===== src/rtl/lelbc_iter_core_if.sv =====
`default_nettype none
// ============================================================================
// Module   : lelbc_iter_core_if
// Purpose  : request/response bundle for lelbc_iter_core. The master side
//            issues a block request and takes the result; the slave side is
//            the cipher core.
// Revision : 1.0 - initial release
// ============================================================================
interface lelbc_iter_core_if;
  logic         in_valid;
  logic         in_ready;
  logic         mode;
  logic [63:0]  din;
  logic [127:0] key;
  logic         out_valid;
  logic         out_ready;
  logic [63:0]  dout;

  modport master (
    output in_valid, mode, din, key, out_ready,
    input  in_ready, out_valid, dout
  );

  modport slave (
    input  in_valid, mode, din, key, out_ready,
    output in_ready, out_valid, dout
  );
endinterface
`default_nettype wire


===== src/rtl/lelbc_iter_core.sv =====
`default_nettype none
// ============================================================================
// Module   : lelbc_iter_core
// Purpose  : iterative 64-bit block / 128-bit key cipher, one round or one
//            key-schedule step per clock. Bit 0 of every block/key is the
//            MSB, so block bits [0:31] live in [63:32] and key bits [0:31]
//            live in [127:96].
// Options  : define LELBC_KEY_CACHE_EN to remember the last decrypt master
//            key together with its final round key, so a repeated decrypt
//            with the same key skips key preparation.
// Revision : 1.0 - initial release
// ============================================================================
module lelbc_iter_core #(
  parameter int ROUNDS = 25,
  parameter int ROT_K  = 13
) (
  input wire               clk,
  input wire               rst,
  lelbc_iter_core_if.slave bus
);

  typedef enum logic [1:0] {
    S_IDLE    = 2'd0,
    S_KEYPREP = 2'd1,
    S_RUN     = 2'd2,
    S_DONE    = 2'd3
  } state_t;

  localparam logic [4:0] c_last_rnd = 5'(ROUNDS - 1);
  localparam logic [4:0] c_last_kp  = 5'(ROUNDS - 2);

  state_t       state_q, state_d;
  logic [63:0]  data_q,  data_d;
  logic [127:0] key_q,   key_d;
  logic [4:0]   cnt_q,   cnt_d;
  logic         mode_q,  mode_d;
`ifdef LELBC_KEY_CACHE_EN
  logic [127:0] ckey_q,   ckey_d;
  logic [127:0] cklast_q, cklast_d;
  logic         cvld_q,   cvld_d;
`endif

  // 4-bit S-box; it is an involution so one table serves both directions.
  function automatic logic [3:0] sbox4(input logic [3:0] x);
    case (x)
      4'h0: sbox4 = 4'hC;  4'h1: sbox4 = 4'hE;  4'h2: sbox4 = 4'h6;  4'h3: sbox4 = 4'hA;
      4'h4: sbox4 = 4'h4;  4'h5: sbox4 = 4'hF;  4'h6: sbox4 = 4'h2;  4'h7: sbox4 = 4'h7;
      4'h8: sbox4 = 4'h9;  4'h9: sbox4 = 4'h8;  4'hA: sbox4 = 4'h3;  4'hB: sbox4 = 4'hB;
      4'hC: sbox4 = 4'h0;  4'hD: sbox4 = 4'hD;  4'hE: sbox4 = 4'h1;  default: sbox4 = 4'h5;
    endcase
  endfunction

  function automatic logic [63:0] sbox64(input logic [63:0] x);
    logic [63:0] y;
    for (int n = 0; n < 16; n++) y[n*4 +: 4] = sbox4(x[n*4 +: 4]);
    return y;
  endfunction

  function automatic logic [31:0] rotl5(input logic [31:0] x);
    return {x[26:0], x[31:27]};
  endfunction

  // Forward key step: rotate left, then fold the step index into the low bits.
  function automatic logic [127:0] key_fwd(input logic [127:0] k, input logic [4:0] idx);
    logic [127:0] t;
    t = (k << ROT_K) | (k >> (128 - ROT_K));
    t[4:0] = t[4:0] ^ idx;
    return t;
  endfunction

  // Inverse key step: remove the step index, then rotate right.
  function automatic logic [127:0] key_inv(input logic [127:0] k, input logic [4:0] idx);
    logic [127:0] t;
    t = k;
    t[4:0] = t[4:0] ^ idx;
    return (t >> ROT_K) | (t << (128 - ROT_K));
  endfunction

  function automatic logic [63:0] enc_round(input logic [63:0] x, input logic [127:0] k);
    logic [31:0] sa, sb;
    logic [63:0] ab;
    sb = x[31:0] ^ k[127:96];
    sa = x[63:32] ^ rotl5(sb);
    ab = sbox64({sa, sb});
    return {ab[63:32] ^ k[95:64], ab[31:0] ^ rotl5(ab[63:32])};
  endfunction

  function automatic logic [63:0] dec_round(input logic [63:0] x, input logic [127:0] k);
    logic [31:0] a, b;
    logic [63:0] s;
    a = x[63:32] ^ k[95:64];
    b = rotl5(a) ^ x[31:0];
    s = sbox64({a, b});
    return {s[63:32] ^ rotl5(s[31:0]), s[31:0] ^ k[127:96]};
  endfunction

  // Next-state and datapath update; every register holds unless its state acts.
  always_comb begin
    state_d = state_q;
    data_d  = data_q;
    key_d   = key_q;
    cnt_d   = cnt_q;
    mode_d  = mode_q;
`ifdef LELBC_KEY_CACHE_EN
    ckey_d   = ckey_q;
    cklast_d = cklast_q;
    cvld_d   = cvld_q;
`endif
    case (state_q)
      S_IDLE: begin
        if (bus.in_valid) begin
          data_d  = bus.din;
          key_d   = bus.key;
          mode_d  = bus.mode;
          cnt_d   = '0;
          state_d = S_RUN;
          // Decrypt needs the last round key first; with one round K_0 is it.
          if (bus.mode && (ROUNDS > 1)) begin
`ifdef LELBC_KEY_CACHE_EN
            if (cvld_q && (ckey_q == bus.key)) begin
              key_d = cklast_q;
            end else begin
              ckey_d  = bus.key;
              cvld_d  = 1'b0;
              state_d = S_KEYPREP;
            end
`else
            state_d = S_KEYPREP;
`endif
          end
        end
      end
      S_KEYPREP: begin
        key_d = key_fwd(key_q, cnt_q + 5'd1);
        if (cnt_q == c_last_kp) begin
          cnt_d   = '0;
          state_d = S_RUN;
`ifdef LELBC_KEY_CACHE_EN
          cklast_d = key_fwd(key_q, cnt_q + 5'd1);
          cvld_d   = 1'b1;
`endif
        end else begin
          cnt_d = cnt_q + 5'd1;
        end
      end
      S_RUN: begin
        if (mode_q) begin
          // Decrypt holds K_j with j = ROUNDS-1-cnt; step back to K_{j-1}.
          data_d = dec_round(data_q, key_q);
          key_d  = key_inv(key_q, c_last_rnd - cnt_q);
        end else begin
          data_d = enc_round(data_q, key_q);
          key_d  = key_fwd(key_q, cnt_q + 5'd1);
        end
        if (cnt_q == c_last_rnd) begin
          cnt_d   = '0;
          state_d = S_DONE;
        end else begin
          cnt_d = cnt_q + 5'd1;
        end
      end
      S_DONE: begin
        if (bus.out_ready) state_d = S_IDLE;
      end
      default: state_d = S_IDLE;
    endcase
  end

  // State and datapath registers, cleared asynchronously.
  always_ff @(posedge clk or posedge rst) begin
    if (rst) begin
      state_q <= S_IDLE;
      data_q  <= '0;
      key_q   <= '0;
      cnt_q   <= '0;
      mode_q  <= 1'b0;
`ifdef LELBC_KEY_CACHE_EN
      ckey_q   <= '0;
      cklast_q <= '0;
      cvld_q   <= 1'b0;
`endif
    end else begin
      state_q <= state_d;
      data_q  <= data_d;
      key_q   <= key_d;
      cnt_q   <= cnt_d;
      mode_q  <= mode_d;
`ifdef LELBC_KEY_CACHE_EN
      ckey_q   <= ckey_d;
      cklast_q <= cklast_d;
      cvld_q   <= cvld_d;
`endif
    end
  end

  assign bus.in_ready  = (state_q == S_IDLE);
  assign bus.out_valid = (state_q == S_DONE);
  assign bus.dout      = data_q;

endmodule
`default_nettype wire


===== src/flat_wrapper.sv =====
// flat-port wrapper written by rule: the top's interface ports become plain ports
module lelbc_iter_core_flat 
#(
  parameter int ROUNDS = 25,
  parameter int ROT_K  = 13
)
  (clk, rst, bus_in_valid, bus_mode, bus_din, bus_key, bus_out_ready, bus_in_ready, bus_out_valid, bus_dout);
  lelbc_iter_core_if bus_i ();
  input wire clk;
  input wire rst;
  input wire logic [$bits(bus_i.in_valid)-1:0] bus_in_valid;
  input wire logic [$bits(bus_i.mode)-1:0] bus_mode;
  input wire logic [$bits(bus_i.din)-1:0] bus_din;
  input wire logic [$bits(bus_i.key)-1:0] bus_key;
  input wire logic [$bits(bus_i.out_ready)-1:0] bus_out_ready;
  output wire logic [$bits(bus_i.in_ready)-1:0] bus_in_ready;
  output wire logic [$bits(bus_i.out_valid)-1:0] bus_out_valid;
  output wire logic [$bits(bus_i.dout)-1:0] bus_dout;
  assign bus_i.in_valid = bus_in_valid;
  assign bus_i.mode = bus_mode;
  assign bus_i.din = bus_din;
  assign bus_i.key = bus_key;
  assign bus_i.out_ready = bus_out_ready;
  assign bus_in_ready = bus_i.in_ready;
  assign bus_out_valid = bus_i.out_valid;
  assign bus_dout = bus_i.dout;
  lelbc_iter_core #(.ROUNDS(ROUNDS), .ROT_K(ROT_K)) u_core (.clk(clk), .rst(rst), .bus(bus_i));
endmodule

===== config.mk =====
export PLATFORM = sky130hd
export DESIGN_NAME = lelbc_iter_core_flat
export DESIGN_NICKNAME = d
export VERILOG_FILES = /design/src/rtl/lelbc_iter_core_if.sv /design/src/rtl/lelbc_iter_core.sv /design/src/flat_wrapper.sv
export SDC_FILE = /design/constraint.sdc
export NUM_CORES = 1
export LEC_CHECK = 0
export BUFFER_PORTS_ARGS = -buffer_cell sky130_fd_sc_hd__buf_2
export CORE_MARGIN = 8
export CORE_UTILIZATION = 40
export CTS_BUF_LIST = sky130_fd_sc_hd__clkbuf_8 sky130_fd_sc_hd__clkbuf_16
export DETAILED_ROUTE_END_ITERATION = 10
export PLACE_DENSITY = 0.72
export SLEW_MARGIN = 30
export SYNTH_ARGS = -nofsm -noshare
export SYNTH_HDL_FRONTEND = slang
export SYNTH_SLANG_ARGS = --single-unit

===== constraint.sdc =====
create_clock -name clk -period 15.7 [get_ports clk]
set_input_delay 3.14 -clock clk [delete_from_list [all_inputs] [get_ports clk]]
set_output_delay 3.14 -clock clk [all_outputs]
set_load 0.01 [all_outputs]

# Word-level counts from Yosys, hierarchy flattened
# Memory sizes are Yosys's and may differ from the RTL's.
# Cells that the tools add are included.
[op_classes] add_sub_neg=2 mul=0 div_mod_pow=0 n_lt_le_gt_ge=0 n_eq_ne=9 shifts=0 n_mux=80 bitwise=12 n_reduce_logical=7
[ops] operator="$pmux W128 S3" count=1
[ops] operator="$mux W128" count=2
[ops] operator="$mux W4" count=64
[ops] operator="$xor A32 B32 Y32" count=8
[ops] operator="$mux W64" count=2
[ops] operator="$or A115 B128 Y128" count=1
[ops] operator="$or A128 B13 Y128" count=1
[ops] operator="$pmux W64 S2" count=1
[ops] operator="$mux W5" count=3
[ops] operator="$pmux W5 S3" count=1
[ops] operator="$eq A5 B5 Y1 const B" count=2
[ops] operator="$mux W2" count=5
[ops] operator="$xor A5 B5 Y5" count=2
[ops] operator="$pmux W2 S4" count=1
[ops] operator="$reduce_and A2 Y1" count=3
[ops] operator="$add A5 B1 Y5 const B" count=1
[ops] operator="$sub A5 B5 Y5 const A" count=1
[ops] operator="$eq A2 B2 Y1 const B" count=2
[ops] operator="$ne A2 B1 Y1 const B" count=2
[ops] operator="$ne A2 B2 Y1 const B" count=2
[ops] operator="$reduce_and A4 Y1" count=1
[ops] operator="$reduce_bool A3 Y1" count=1
[ops] operator="$eq A2 B1 Y1 const B" count=1
[ops] operator="$logic_not A2 Y1" count=1
[ops] operator="$reduce_bool A2 Y1" count=1
[word_totals] register_bits=200 latchBits=0 ram_bits=0 mem_bits_ro=2048 out_inout_bits=66 elab_cells=147 mem_count=32
[mem_list] name="(name not given)" depth=16 word_bits=4 read_ports=1 rd_clocked_by_memory_dff=0 wr=0 line="lelbc_iter_core.sv:45" rtl="case (x)"
[mem_list] name="(name not given)" depth=16 word_bits=4 read_ports=1 rd_clocked_by_memory_dff=0 wr=0 line="lelbc_iter_core.sv:45"
[mem_list] name="(name not given)" depth=16 word_bits=4 read_ports=1 rd_clocked_by_memory_dff=0 wr=0 line="lelbc_iter_core.sv:45"
[mem_list] name="(name not given)" depth=16 word_bits=4 read_ports=1 rd_clocked_by_memory_dff=0 wr=0 line="lelbc_iter_core.sv:45"
[mem_list] name="(name not given)" depth=16 word_bits=4 read_ports=1 rd_clocked_by_memory_dff=0 wr=0 line="lelbc_iter_core.sv:45"
[mem_list] name="(name not given)" depth=16 word_bits=4 read_ports=1 rd_clocked_by_memory_dff=0 wr=0 line="lelbc_iter_core.sv:45"
[mem_list] name="+26 memories"

# Longest topological paths before layout
# An unclocked memory read counts as a cell.
[logic_depth] ltp_word=8 ltp_mapped=12

# Worst setup path after synthesis
# OpenSTA, ideal clock, no wires.
[synth_timing] kind="input port to flip-flop" startpoint="in bus_in_valid" endpoint="reg u_core.key_q[67]" setup_ns=0.134 arrival_ns=4.282 slack_ns=11.284 cell_stages=7 n_path_buf=4 cell_sequence="nand2b_1 > nand2b_1 > buf_2 > buf_2 > buf_2 > clkbuf_1 > o21ai_0"
[synth_via] elab_chain_len=2
[synth_lines] item="start, declared" line="flat_wrapper.sv:11" rtl="input wire logic [$bits(bus_i.in_valid)-1:0] bus_in_valid;"
[synth_lines] item="$ne A2 B2 Y1 (no source line)"
[synth_lines] item="$reduce_and A2 Y1 (no source line)"
[synth_lines] item="end signal, assigned" line="lelbc_iter_core.sv:185" rtl="key_q <= key_d;"
[synth_lines] item="end, declared" line="lelbc_iter_core.sv:34" rtl="logic [127:0] key_q, key_d;"
# No other way between the ends.
# A chain may end at the register's enable or synchronous reset.

# Worst setup path after layout
[layout_timing] startpoint="in bus_in_valid" endpoint="reg u_core.cnt_q[3]"
[layout_via] elab_chain_len=2
[layout_lines] item="$ne A2 B2 Y1 (no source line)"
[layout_lines] item="$reduce_and A2 Y1 (no source line)"
[layout_lines] item="end signal, assigned" line="lelbc_iter_core.sv:186" rtl="cnt_q <= cnt_d;"
[layout_lines] item="end, declared" line="lelbc_iter_core.sv:35" rtl="logic [4:0] cnt_q, cnt_d;"
# No other way between the ends.

==> metrics.yaml <==
r2r_cells: 9
synth_fp_nets: 2201
synth_area_mm2: 0.0167
r2r-end: "u_core.cnt_q[3]$_DFFE_PP0P_"
ant_nets: 0
holdBufCountCts: 0
overflow: 0
clkTransAtPathRegs_ns: 0.08
die_y_um: 220
min-delay-start: "u_core.key_q[12]$_DFFE_PP0P_"
reg2reg_slack_ns: 12.20
tritoncts: "done"
nFillCells: 4056
post_drt_wl_per_cell_um: 25.1
initial_core_util_pct: 40.1
grt_max_degree: 143
status: "completed"
dr.pass1.iters: 8
hold_depth: 2
final_cell_mix: "nand2_1, o21ai_0, buf_2, dfrtp_1, a22oi_1"
period_minus_slack_ns: 5.22
maxCapViolCount: 0
crit_arrival_ns: 5.55
nets: 2280
ys_ff_latch: 200
async_reset_ff_share_pct: 100
synth_cell_types: 55
drt_iter0_markers: 1979
rr_startpoint: "u_core.state_q[0]$_DFFE_PP0P_"
crit_path_end_kind: "flop"
ios: 263
die-area_mm2: 0.0485
grt_pass1_wl_um: 95800
dieWidth_um: 220
multi_input_area_mm2: 0.0107
rows: 75
cts_buffers: 17
area_delta_synth_final_pct: 10.9
min_to: "u_core.key_q[12]$_DFFE_PP0P_"
synth_edf_count: 0
remaining_drc_errors: 0
antenna_found_initial: 2
hold_ws_ns: 0.526
core-area_mm2: 0.0416
layout_commonest_cell: "nand2_1"
rsz0062_at_grt: "false"
hpwlAfterDp_um: 48400
slew_headroom_pct: 28.7
track_usage_pct: 26.5
worstMarginPinSlew_ns: 1.07
min_path_type: "reg2reg"
post_cts_buffers: 0
cp_data_required_time_ns: 16.03
clk_latency_ns: 0.46
post_cts_resized: 0
setup-violations-final: 0
syn_inst: 1997
critPathLaunchType: "input pin"
clkSinkCount: 200
synth_ff_type: "dfrtp_1"
wl_um: 66100
dr_total_vias: 15848
fin_util_pct: 44.5
fin_crit_sh_pct: 33.3
cts_buffer_depth: 2
seq_area_frac_synth_pct: 30.0
drv_slew: 0
avgSynthCellArea_um2: 8.36
fmaxAchievable_ghz: 0.191
drive_above_1_share_pct: 17.9
yosys_warnings: 0
cp_max_fo: 139
htreeDepth: 4
gp_congestion: 0.984
clockRootBuffer: "clkbuf_16"
portBuffers: 262
skew_ns: 0.0164
first_global_vias: 14994
tns_ns: 0
ff_latch_area_mm2: 0.00500
via_per_inst: 6.03
hold_violations: 0
worstSetupPathType: "in2reg"
==> critical path: stages <==
cell	delay [ns]
buf_2	0.13
nand2b_1	0.29
nand2b_4	0.15
buf_6	0.62
buf_6	0.66
nor2_1	0.13
o21ai_0	0.20
o21ai_0	0.16
==> synth_stat cells, drive strengths merged, types with 4 or more instances <==
master	count	area share (%)
a21boi	19	0.85
a21o	4	0.18
a21oi	111	3.5
a221oi	11	0.61
a222oi	10	0.60
a22oi	139	6.4
buf	104	3.3
clkbuf	113	2.5
dfrtp	200	30
ha	7	0.52
inv	16	0.36
nand2	351	7.9
nand2b	14	0.75
nand3	8	0.24
nor2	96	2.2
nor2b	9	0.34
nor3b	13	0.58
o21a	5	0.22
o21ai	344	10
o221ai	44	2.3
o22a	13	0.68
o22ai	28	1.2
or2	5	0.19
xnor2	135	7.6
xnor3	48	6.6
xor2	108	5.7
xor3	23	3.3
==> through the flow <==
| stage | worst slack, ns | instances | instance area [um^2] |
|---|---|---|---|
| 3_5_place_dp | 9.76 | 2596 | 17900 |
| 2_1_floorplan | 7.11 | 1997 | 16700 |
| 4_1_cts | 10.25 | 2628 | 18500 |
| 3_3_place_gp | 9.64 | 2596 | 17900 |
| 6_report | 10.48 | 2630 | 18500 |
| 5_1_grt | 10.24 | 2630 | 18500 |
==> flip-flops by register name, summed over array words and instances, names as in the netlist <==
signal / count
u_core.cnt_q: 5
u_core.key_q: 128
u_core.mode_q: 1
u_core.bus.dout: 64
u_core.state_q: 2
==> metal layers <==
layer / vias to the layer above / share of wire [%] / global-route usage, %
li1: 7159 / - / -
met1: 7586 / 40 / 34.2
met2: 955 / 44 / 40.8
met3: 148 / 11 / 7.23
met4: 0 / 4.9 / 12.8
met5: - / 0 / 0
==> area by class of cell <==
type,count,share of cell area (%)
Clock buffer,18,2.37
Inverter,16,0.392
Clock inverter,14,0.825
Multi-Input combinational cell,1564,57.9
Sequential cell,200,27.0
Tap cell,539,3.64
Timing Repair Buffer,277,7.80
Antenna cell,2,0.0270
==> cells by family (layout without fill, tap and decap cells) <==
logic type               after synthesis  after routing  synth area share, %
AO/OA/AOI/OAI                        735            735                 27.4
AND/OR/NAND/NOR                      504            504                 12.5
XOR/XNOR                             314            314                 23.1
buffers and inverters                233            325                 6.21
flip-flops                           200            200                 30.0
adder cells (fa/ha/maj)                9              9                0.652
multiplexers                           2              2                0.127
other                                  0              2                    0
==> worst max path at each step <==
stage,startpoint,endpoint,slack [ns]
after global placement,bus_in_valid,u_core.cnt_q[3]$_DFFE_PP0P_,9.64
after CTS,bus_in_valid,u_core.cnt_q[3]$_DFFE_PP0P_,10.25
after global routing,bus_in_valid,u_core.cnt_q[4]$_DFFE_PP0P_,10.24
after detailed placement,bus_in_valid,u_core.cnt_q[3]$_DFFE_PP0P_,9.76
final,bus_in_valid,u_core.cnt_q[3]$_DFFE_PP0P_,10.48
after floorplan,rst,u_core.bus.dout[0]$_DFFE_PP0P_,7.11
Power is not shown: default switching activity piles up to over one toggle a cycle in this logic, so the estimate is an artifact.
